$ cat config.mk
export PLATFORM = sky130hd
export DESIGN_NAME = pc_fetch
export DESIGN_NICKNAME = d
export VERILOG_FILES = /design/src/rtl/pc_fetch.sv
export SDC_FILE = /design/constraint.sdc
export NUM_CORES = 1
export LEC_CHECK = 0
export CAP_MARGIN = 20
export CELL_PAD_IN_SITES_DETAIL_PLACEMENT = 0
export CELL_PAD_IN_SITES_GLOBAL_PLACEMENT = 1
export CORE_AREA = 2 2 71 73
export CTS_BUF_LIST = sky130_fd_sc_hd__clkbuf_8
export CTS_CLUSTER_DIAMETER = 30
export DETAILED_ROUTE_END_ITERATION = 6
export DIE_AREA = 0 0 73 75
export GPL_TIMING_DRIVEN = 1
export PLACE_DENSITY_LB_ADDON = 0.3
export SYNTH_ARGS = -nofsm -noshare
export SYNTH_HDL_FRONTEND = slang
export SYNTH_SLANG_ARGS = --single-unit
$ cat constraint.sdc
create_clock -name clk -period 1.6 [get_ports clk]
set_input_delay 0.32 -clock clk [delete_from_list [all_inputs] [get_ports clk]]
set_output_delay 0.32 -clock clk [all_outputs]
set_load 0.1 [all_outputs]
$ cat src/rtl/pc_fetch.sv
// ---------------------------------------------------------------------------
// pc_fetch
//   Program-counter sequencer for a small microcoded controller. It steps the
//   PC once per cycle while running. A taken branch loads the PC from an
//   external branch-target table, which is looked up combinationally. A
//   decoded halt parks the sequencer until the next start.
//
//   Build option:
//     REL_BRANCH_EN  defined   -> taken branch: prog_ctr += lut_target
//                                 (lut_target is two's complement)
//                    undefined -> taken branch: prog_ctr  = lut_target
//
//   Parameters:
//     D   program-counter / branch-target width
//     AW  branch-target-table index width
//
//   Ports:
//     clk          in   system clock, rising edge
//     reset        in   synchronous, active-high
//     start        in   begin/restart execution from PC 0 (IDLE/HALTED only)
//     stall        in   freeze PC, state and branch count
//     branch_en    in   taken branch for the current instruction
//     branch_idx   in   branch-target-table index
//     halt         in   decoded halt instruction
//     lut_addr     out  table index (mirrors branch_idx)
//     lut_target   in   table response for lut_addr, same cycle
//     prog_ctr     out  current program counter, registered
//     fetch_valid  out  prog_ctr is a valid fetch address this cycle
//     done         out  halted, registered
//     branch_cnt   out  saturating taken-branch count, registered
// ---------------------------------------------------------------------------
// state  | meaning
// -------+-----------------------------------------------------------------
// IDLE   | out of reset, waiting for start; PC parked at 0
// RUN    | fetching; PC advances or branches unless stalled
// HALTED | halt seen; PC frozen, done high, waiting for start
// ---------------------------------------------------------------------------
module pc_fetch #(
   parameter int D  = 12,
   parameter int AW = 4
) (
   input  logic          clk,
   input  logic          reset,
   input  logic          start,
   input  logic          stall,
   input  logic          branch_en,
   input  logic [AW-1:0] branch_idx,
   input  logic          halt,
   output logic [AW-1:0] lut_addr,
   input  logic [D-1:0]  lut_target,
   output logic [D-1:0]  prog_ctr,
   output logic          fetch_valid,
   output logic          done,
   output logic [7:0]    branch_cnt
);

   typedef enum logic [1:0] {
      IDLE   = 2'd0,
      RUN    = 2'd1,
      HALTED = 2'd2
   } state_t;

   localparam logic [D-1:0] PC_ONE = {{(D-1){1'b0}}, 1'b1};
   localparam logic [7:0]   CNT_MAX = 8'hFF;

   state_t       state_q;
   state_t       state_nxt;
   logic [D-1:0] pc_q;
   logic [D-1:0] pc_nxt;
   logic [7:0]   cnt_q;
   logic [7:0]   cnt_nxt;
   logic         done_q;
   logic         done_nxt;
   logic [D-1:0] br_target;

   // The table is addressed straight from the instruction field so that its
   // response is usable in the same cycle.
   assign lut_addr = branch_idx;

`ifdef REL_BRANCH_EN
   // A two's-complement offset added modulo 2^D is an ordinary unsigned add
   // truncated to D bits, so backward branches need no special handling.
   assign br_target = pc_q + lut_target;
`else
   assign br_target = lut_target;
`endif

   always_comb begin
      state_nxt = state_q;
      pc_nxt    = pc_q;
      cnt_nxt   = cnt_q;

      case (state_q)
         IDLE: begin
            if (start) begin
               state_nxt = RUN;
               pc_nxt    = '0;
            end
         end

         RUN: begin
            // stall masks halt and branch_en entirely; start is never
            // honoured here.
            if (!stall) begin
               if (halt) begin
                  state_nxt = HALTED;
               end else if (branch_en) begin
                  pc_nxt = br_target;
                  if (cnt_q != CNT_MAX) begin
                     cnt_nxt = cnt_q + 8'd1;
                  end
               end else begin
                  pc_nxt = pc_q + PC_ONE;
               end
            end
         end

         HALTED: begin
            if (start) begin
               state_nxt = RUN;
               pc_nxt    = '0;
            end
         end

         default: begin
            state_nxt = IDLE;
            pc_nxt    = '0;
         end
      endcase

      // done is registered, so it is derived from the state being entered.
      done_nxt = (state_nxt == HALTED);
   end

   always_ff @(posedge clk) begin
      if (reset) begin
         state_q <= IDLE;
         pc_q    <= '0;
         cnt_q   <= '0;
         done_q  <= 1'b0;
      end else begin
         state_q <= state_nxt;
         pc_q    <= pc_nxt;
         cnt_q   <= cnt_nxt;
         done_q  <= done_nxt;
      end
   end

   assign prog_ctr    = pc_q;
   assign branch_cnt  = cnt_q;
   assign done        = done_q;
   assign fetch_valid = (state_q == RUN) && !stall;

endmodule

==> flow_summary.rst <==
.. list-table::
   :header-rows: 1

   * - Metric
     - Value
   * - Largest area contributor in the netlist
     - dfxtp_1
   * - Die Outline Area
     - 0.00548 mm^2
   * - Final Non-Filler Cells
     - 273
   * - Post-route clock skew
     - 4.87 ps
   * - Met3 GRT Util
     - 3.08%
   * - Number of flops mapped to enable cells by yosys
     - 0
   * - Setup crit end kind
     - flip-flop
   * - Detailed-placement wirelength estimate
     - 3110 um
   * - Arrival time reported for the critical path endpoint
     - ~1800 ps
   * - Synth top area share
     - between 30% and 40%
   * - Largest net degree at the start of global routing
     - 18
   * - Number of placement rows
     - 25
   * - Post-route DRC violation count
     - 0
   * - Clock latency on the worst-skew pair
     - 270 ps
   * - WL per Instance
     - about 15 um
   * - Via count of the first global-routing pass
     - 1,432
   * - Busiest layer in global routing
     - met2
   * - Crit share post-route
     - between 90% and 100%
   * - Total clock buffers created by CTS
     - 3
   * - Number of cells on the worst reg-to-reg path
     - 4
   * - Final Setup Violations
     - 0
   * - Dominant cells by area after synthesis
     - dfxtp_1 (33%), a21oi_1 (5.1%), nand2_1 (3.5%)
   * - Post-synth design cell area
     - ~0.0014 mm^2
   * - Aggregate global-route resource usage
     - 15.9%
   * - Die width
     - approximately 73 um
   * - Sequential area share after synthesis
     - 33.4%
   * - Hold violation total from the final report
     - 0
   * - Distinct cells, synth
     - 46
   * - Per-instance average area after synthesis
     - 8.15 um^2
   * - Worst slew pin tran
     - 351 ps
   * - Final routed wirelength across all metal layers
     - 4170 um
   * - Post-Syn Nets
     - approximately 190
   * - Met2 Usage GRT
     - between 20% and 30%
   * - Number of instances in the synthesized netlist
     - 169
   * - Clock Sink Count
     - 23
   * - Number of antenna violations at the first check in global routing
     - 0
   * - Class of the most critical hold timing path
     - reg2reg
   * - Area of the core region
     - 0.00466 mm^2
   * - Die height
     - 75 um
   * - Met1 global-route usage
     - 20.6%
   * - Number of pins with negative max-slew slack in the final report
     - 0
   * - Peak VDD IR
     - ~0.0003 V
   * - Number of cells after detailed placement
     - 267
   * - Post-placement cell area
     - approximately 0.0022 mm^2
   * - Classification of the worst setup path
     - in2reg
   * - Number of filler cells placed in the layout
     - between 400 and 500
   * - Proportion of synthesized flip-flops having asynchronous set or reset
     - 0%
   * - Leakage power
     - 0.827 nW
   * - Final antenna diode count
     - 0
   * - Most frequent standard cell in the layout excluding fill and tap cells
     - buf_12
   * - Fraction of final layout cells sized beyond drive strength 1
     - 37.0%
   * - Number of cells on the worst hold path
     - 1
   * - Unrepaired setup endpoints after global routing
     - true
   * - Total stage count of the critical path
     - 5
   * - Longest Clk Path Bufs
     - 2
   * - Top delay family on crit path
     - simple AND/OR/NAND/NOR gates
   * - Power per cell area
     - between 500 and 600 mW/mm^2
   * - Clock-pin transition on the worst setup and hold timing paths
     - roughly 90 ps
   * - Starting density of the core
     - between 20 and 30%
   * - Grt ovf
     - 0
   * - Via count
     - 1,520
   * - Global-route wire length before repair
     - a little under 7000 um
   * - Data required time at the worst endpoint
     - 1800 ps
   * - Iteration count of the initial detailed-routing pass
     - 4
   * - Total negative slack
     - 0 ps
   * - Nets
     - 244
   * - Worst-case headroom to the max-slew limit
     - between 70% and 80%
   * - Cell area after layout
     - 0.00232 mm^2
   * - Root buffer selected by CTS
     - clkbuf_8
   * - Buf/Inv on CP
     - 1
   * - Cell with the largest stage delay on the worst path
     - or4b_4
   * - Total of warnings raised by yosys
     - 0
   * - Vias per inst
     - 5.57
   * - Critical Path Max Stage Delay
     - 590 ps
   * - Most frequent cells in the layout
     - buf_12 (23), dfxtp_4 (17), buf_4 (16)
   * - Number of routed nets with antenna violations
     - 0
   * - Area growth from synthesis to final layout
     - 68.3%
   * - Most instantiated flip-flop cell in the synthesis netlist
     - dfxtp_1
   * - Routability congestion estimate
     - 0.795
   * - Final worst path period need
     - ~1600 ps
   * - Count of input and output buffers
     - 39
   * - TritonCTS clock tree
     - done
   * - Ports placed on the boundary
     - 48
   * - Number of H-tree levels
     - 1
   * - Max-Cap Viols
     - 0
   * - Critical path, cell by cell
     - clkdlybuf4s15_2 -> or4b_4 -> nor2_4 -> or4b_1 -> o211ai_1
   * - Fmax
     - 0.635 GHz
   * - Synthesis-stage register bit count
     - 23
   * - Peak fanout along the critical path
     - 5
   * - Startpoint type of the worst setup path
     - input pin
   * - Outcome
     - finished, final reports clean
   * - Initial detailed-routing violation count
     - 65
cell families after synthesis:
group           synth area share [%]
mux                             3.00
simple gates                    34.4
compound gates                  21.0
flops                           33.4
buf+inv                         6.36
fa+ha+maj                       1.82
area by class of cell:
class                           count  area (um^2)  area share [%]
Sequential cell                    23          529            22.8
Tap cell                           54         67.6            2.91
Timing Repair Buffer               59          790            34.1
Multi-Input combinational cell    129          872            37.6
Clock inverter                      1         3.75           0.162
Clock buffer                        3         41.3            1.78
Inverter                            4         15.0           0.648
what timing repair did:
action | 4_1_cts | 5_1_grt
setup buffers | 0 | 2
resized for setup | 7 | 11
pin swaps | 1 | 1
hold buffers | 0 | 0
setup endpoints to repair | 18 | 10
power by group:
group,internal (mW),switching [mW]
Clock,0.172,0.203
Combinational,0.131,0.144
Sequential,0.556,0.0143
cell usage after synthesis (all sizes together), types with 5 or more instances:
master	number
clkbuf	6
dfxtp	23
buf	7
o21ai	8
a21oi	14
nand3	7
and3	5
nor2	10
nand2	13
nor3	6
flip-flops by register name (all words and copies together), names as in the netlist:
signal / flops
prog_ctr: 12
state_q: 2
done: 1
branch_cnt: 8
metrics by stage:
step           util, %  setup WS [ps]  hold slack (ps)  total power, mW
2_1_floorplan        -          -71.0              463            0.759
3_3_place_gp      47.4           -568              467            0.844
3_5_place_dp      47.4           -608              466            0.849
4_1_cts           48.5           12.4              480             1.22
5_1_grt           49.7          -30.5              501             1.28
6_report          49.7           25.9              477             1.22
worst paths after layout:
kind	start	endpoint	slack (ps)
setup / recovery	stall	prog_ctr[11]	30
hold / removal	branch_cnt[6]	branch_cnt[6]	480
setup reg to reg	state_q[1]	prog_ctr[11]	30
hold reg to reg	branch_cnt[6]	branch_cnt[6]	480
routing by layer:
layer  share of wire [%]  wire (um)
met1                  47       1970
met2                  46       1900
met3                 5.4        227
met4                 1.7         72
met5                   0          0
No activity file was read; power rests on OpenSTA's default activity.
